--- config.mk ---
export PLATFORM = sky130hd
export DESIGN_NAME = booth_mult_seq
export DESIGN_NICKNAME = d
export VERILOG_FILES = /design/src/rtl/mult_pkg.sv /design/src/rtl/booth_recoder.sv /design/src/rtl/booth_mult_seq.sv
export SDC_FILE = /design/constraint.sdc
export NUM_CORES = 1
export LEC_CHECK = 0
export CORE_MARGIN = 5
export CORE_UTILIZATION = 40
export CTS_CLUSTER_SIZE = 16
export DETAILED_ROUTE_END_ITERATION = 16
export PLACE_DENSITY_LB_ADDON = 0.25
export SYNTH_ARGS = -nofsm -noshare
export SYNTH_HDL_FRONTEND = slang
export SYNTH_HIERARCHICAL = 1
export SYNTH_SLANG_ARGS = --single-unit
--- constraint.sdc ---
create_clock -name clk -period 17 [get_ports clk]
set_clock_uncertainty 0.05 [all_clocks]
set_input_delay 3.4 -clock clk [delete_from_list [all_inputs] [get_ports clk]]
set_output_delay 3.4 -clock clk [all_outputs]
set_load 0.02 [all_outputs]
--- src/rtl/mult_pkg.sv ---
// Shared definitions for the multiplier family.
//   booth_sel_t : radix-4 Booth partial-product selection (0, +M, +2M, -M, -2M)
//   state_t     : sequencer state of the iterative multiplier
//   MULT_WIDTH  : default operand width
package mult_pkg;

  localparam int unsigned MULT_WIDTH = 32;

  typedef enum logic [2:0] {
    SEL_ZERO,
    SEL_PM,
    SEL_P2M,
    SEL_NM,
    SEL_N2M
  } booth_sel_t;

  typedef enum logic {
    IDLE,
    RUN
  } state_t;

endpackage : mult_pkg

--- src/rtl/booth_recoder.sv ---
// Radix-4 Booth recoder: maps the overlapping multiplier bit triple
// {q[i+1], q[i], q[i-1]} to the multiple of M to add this step.
// Purely combinational so an array multiplier can reuse it unchanged.
// Ports:
//   trip_i : 3-bit multiplier window, MSB first
//   sel_o  : selected multiple
module booth_recoder
  import mult_pkg::*;
(
  input  logic [2:0] trip_i,
  output booth_sel_t sel_o
);

  always_comb begin
    // NOTE: default assignment first so every path drives sel_o; otherwise a latch is inferred.
    sel_o = SEL_ZERO;
    unique case (trip_i)
      3'b000, 3'b111: sel_o = SEL_ZERO;
      3'b001, 3'b010: sel_o = SEL_PM;
      3'b011:         sel_o = SEL_P2M;
      3'b100:         sel_o = SEL_N2M;
      3'b101, 3'b110: sel_o = SEL_NM;
      default:        sel_o = SEL_ZERO;
    endcase
  end

endmodule : booth_recoder

--- src/rtl/booth_mult_seq.sv ---
// Sequential signed multiplier, radix-4 Booth, two multiplier bits per cycle.
// An accepted operation takes WIDTH/2 iteration edges; result then feeds the
// HI/LO pair (upper half -> HI, lower half -> LO).
// Ports:
//   clk    : clock, rising edge
//   clear  : asynchronous active-high reset; abandons any operation in flight
//   start  : request, sampled only while ready=1
//   Q, M   : signed multiplier / multiplicand, captured on the accept edge
//   result : signed 2*WIDTH-bit product, holds the last completed value
//   ready  : idle and able to accept
//   done   : one-cycle pulse after completion
module booth_mult_seq
  import mult_pkg::*;
#(
  parameter int unsigned WIDTH = MULT_WIDTH
) (
  input  logic                 clk,
  input  logic                 clear,
  input  logic                 start,
  input  logic [WIDTH-1:0]     Q,
  input  logic [WIDTH-1:0]     M,
  output logic [2*WIDTH-1:0]   result,
  output logic                 ready,
  output logic                 done
);

  localparam int unsigned          CNT_W    = $clog2(WIDTH/2 + 1);
  localparam logic [CNT_W-1:0]     CNT_INIT = CNT_W'(WIDTH/2);
  localparam logic [CNT_W-1:0]     CNT_ONE  = CNT_W'(1);

  state_t               state_q;
  // Accumulator and multiplicand carry two guard bits so that -2M for the
  // most negative M is representable.
  logic [WIDTH+1:0]     a_q;
  logic [WIDTH+1:0]     mr_q;
  logic [WIDTH-1:0]     qr_q;
  logic                 qm1_q;
  logic [CNT_W-1:0]     cnt_q;
  logic [2*WIDTH-1:0]   result_q;
  logic                 ready_q;
  logic                 done_q;

  booth_sel_t           sel;
  logic [WIDTH+1:0]     mult;
  logic [WIDTH+1:0]     a_sum;
  logic [WIDTH+1:0]     a_d;
  logic [WIDTH-1:0]     qr_d;
  logic                 qm1_d;

  booth_recoder u_recoder (
    .trip_i ({qr_q[1:0], qm1_q}),
    .sel_o  (sel)
  );

  // One iteration: add the selected multiple, then arithmetic-shift the
  // combined {A, Qr, q_m1} register right by two.
  always_comb begin
    mult = '0;
    unique case (sel)
      SEL_PM:  mult = mr_q;
      SEL_P2M: mult = {mr_q[WIDTH:0], 1'b0};
      SEL_NM:  mult = -mr_q;
      SEL_N2M: mult = -{mr_q[WIDTH:0], 1'b0};
      default: mult = '0;
    endcase
    a_sum = a_q + mult;
    a_d   = {{2{a_sum[WIDTH+1]}}, a_sum[WIDTH+1:2]};
    qr_d  = {a_sum[1:0], qr_q[WIDTH-1:2]};
    qm1_d = qr_q[1];
  end

  // NOTE: every register here is a small flop, not a memory, so all of them
  // are reset; clear must leave no trace of an abandoned operation.
  always_ff @(posedge clk or posedge clear) begin
    if (clear) begin
      state_q  <= IDLE;
      a_q      <= '0;
      mr_q     <= '0;
      qr_q     <= '0;
      qm1_q    <= 1'b0;
      cnt_q    <= '0;
      result_q <= '0;
      ready_q  <= 1'b1;
      done_q   <= 1'b0;
    end else begin
      // NOTE: non-blocking assignments so every register samples pre-edge values.
      unique case (state_q)
        IDLE: begin
          done_q <= 1'b0;
          if (start && ready_q) begin
            a_q     <= '0;
            mr_q    <= {{2{M[WIDTH-1]}}, M};
            qr_q    <= Q;
            qm1_q   <= 1'b0;
            cnt_q   <= CNT_INIT;
            ready_q <= 1'b0;
            state_q <= RUN;
          end
        end
        RUN: begin
          a_q   <= a_d;
          qr_q  <= qr_d;
          qm1_q <= qm1_d;
          cnt_q <= cnt_q - CNT_ONE;
          if (cnt_q == CNT_ONE) begin
            // The low WIDTH bits of A plus the shifted multiplier register
            // hold the full product after the last shift.
            result_q <= {a_d[WIDTH-1:0], qr_d};
            ready_q  <= 1'b1;
            done_q   <= 1'b1;
            state_q  <= IDLE;
          end
        end
        default: state_q <= IDLE;
      endcase
    end
  end

  assign result = result_q;
  assign ready  = ready_q;
  assign done   = done_q;

endmodule : booth_mult_seq

==> impl_metrics.ini <==
[status]
status = completed

[final_layout]
final_cell_mix = 262 x nand2_1, 167 x dfrtp_1, 132 x clkdlybuf4s50_1, 90 x o21ai_0, 53 x nor2_1
num_antenna_cells = 0
layout.nets = 1332
final_core_util_pct = 49.02
stdcell_count = 1569
drive_gt1_share_pct = 9.282
layout_commonest_cell = nand2_1
areaGrowthSynthToFinish_pct = 21.25

[routing]
routed_wl_mm = 26.06
drt-initial-drc-count = 641
drt-wirelength-per-cell_um = 16.61
drc = 0
vias = 8422
drtAntennaViolNets = 0
routed_via_density = 5.368
drt-pass1-iter-count = 5

[timing]
setup_viol = 0
slew_headroom_pct = 23.49
finalHoldViolations = 0
slew_viol_final = 0
holdWs_ns = 0.4237
rsz0062_at_grt = no
worstMarginPinSlew_ns = 1.148
fmax_mhz = 177.9
setup_tns_ns = 0
finalCritPeriodShare_pct = 33.06
min_period_ns = 5.620

[synth]
yosys_register_bits = 169
synth_edf_count = 0
synth_area_sq_mm = 0.01012
synthFlopType = dfrtp_1
synth_cell_types = 69
seq_area_frac_synth_pct = 41.80
synth_top_cell_area_share_pct = 41.54
yosys.area.top_type = dfrtp_1
synth_area_leaders = dfrtp_1 42%, nand2_1 9.8%, mux2_2 5.6%
syn_inst = 1141
syn_avg_cell_area_sq_um = 8.870
syn-num-nets = 1247
synth-warning-count = 6
async_flop_share_pct = 100.0

[global_routing]
grt_max_degree = 125
grt_antenna_before_repair = 0
grt.total_usage_pct = 18.49
grt_pass1_vias = 8149
overflow = 0
grt_pass1_wl_mm = 43.01

[placed_design]
routabilityCongestion = 0.8526
hpwl_mm = 17.85
numPortBuffers = 132
place_inst = 1537

[floorplan]
initial_core_util_pct = 40.42
die_x_um = 169.1
die_y_um = 169.1
coreArea_sq_mm = 0.02504
ios = 133
dieArea_sq_mm = 0.02858
placementRows = 58

[critical_path]
startpoint = qr_q[0]
startpoint_type = flip-flop
worst_r2r_path_depth = 17
cp-end-kind = flip-flop
worstPathMaxFanout = 53
reg2reg_slack_ns = 11.38
path_class = flip-flop to flip-flop
critPathCapture = result[62]
cp.arrival_ns = 5.89
r2r-end = result[62]
cp.required_ns = 17.27
timing.rr.start = qr_q[0]

[cts]
clk_latency_ns = 0.44
cts.path.max_buffers = 2
cts_tree = yes
clkTransAtPathRegs_ns = 0.07
numCtsBuffers = 17
hold_buffers = 0
clock_sinks = 169
cts_root_buf = clkbuf_16
htreeDepth = 4
cts_setup_buffers = 0
ctsResizeCount = 0

[flow_run]
drv_cap = 0

[worst_hold_path]
hp-class = flip-flop to flip-flop
[critical path, stage by stage, from the launching register on]
cell and delay, ns:
dfrtp_1 0.38, inv_1 0.05, ha_1 0.27, buf_4 0.39, mux2_4 0.59, nand2b_1 0.17
buf_4 0.34, nand2b_1 0.43, o22ai_1 0.20, ha_1 0.41, a21o_1 0.22, a21o_1 0.17
a211o_1 0.32, o311ai_1 0.51, a21oi_1 0.18, o41ai_1 0.39, xnor2_1 0.14, mux2_2 0.27
[cell families after synthesis]
| logic type | after synthesis | share of synthesized area [%] |
|---|---|---|
| adder cells (fa/ha/maj) | 39 | 4.896 |
| AND/OR/NAND/NOR | 408 | 17.95 |
| AO/OA/AOI/OAI | 274 | 16.76 |
| multiplexers | 85 | 9.074 |
| XOR/XNOR | 64 | 5.613 |
| buffers and inverters | 102 | 3.907 |
| flip-flops | 169 | 41.80 |
[layout make-up]
class | instances | area, sq um
fillers | 2396 | 12760
clock buffers | 17 | 425.4
flip-flops and latches | 169 | 4234
multi-input cells | 870 | 5498
clock inverters | 15 | 210.2
well taps | 330 | 412.9
inverters | 28 | 110.1
repair buffers | 140 | 1381
[routing by layer]
metal	part of all wire, %	global-route usage (%)
met5	0	0
met4	2.8	6.790
met3	6.1	4.787
met2	45	27.98
met1	46	25.67
[worst min path at each step]
stage / startpoint / end / slack [ns] / cells past startpoint
after floorplan: qr_q[2] / result[0] / 0.41 / 2
after global placement: result[49] / result[49] / 0.41 / 2
after detailed placement: result[23] / result[23] / 0.41 / 2
after CTS: result[47] / result[47] / 0.43 / 2
after global routing: result[45] / result[45] / 0.45 / 2
final: result[47] / result[47] / 0.42 / 2
[Yosys cell counts, drive strengths merged, types with 3 or more instances]
cell     count
a21o        22
o21ai       90
o21a         5
nor2b        3
o31ai       10
clkbuf      58
and3        14
nand4        8
buf         16
dfrtp      168
xor2        35
xnor2       29
inv         27
a21oi       52
or2          3
a221oi       3
a31oi        8
nand3       12
o2111ai      3
or4          5
or3         12
o22ai       30
nand2      264
mux2i       34
ha          38
nor2        53
nand2b       7
o21bai       3
nor4         3
a211oi       5
mux2        51
nor3        16
a22oi       20
[per-stage QoR]
| step | setup WS, ns | instance area, sq um |
|---|---|---|
| floorplan | 8.977 | 10120 |
| global placement | 11.09 | 11640 |
| detailed placement | 11.05 | 11640 |
| CTS | 11.40 | 12270 |
| global route | 10.83 | 12270 |
| finish | 11.38 | 12270 |
[sequential cells by signal (all words and copies together), names as in the netlist]
signal,count
state_q,1
qr_q,32
mr_q,32
a_q,32
ready,1
result,64
done,1
qm1_q,1
cnt_q,5
Power is left out: the tool's default activity adds up to more than one toggle a clock period on the data nets, which glitch-free logic cannot reach.
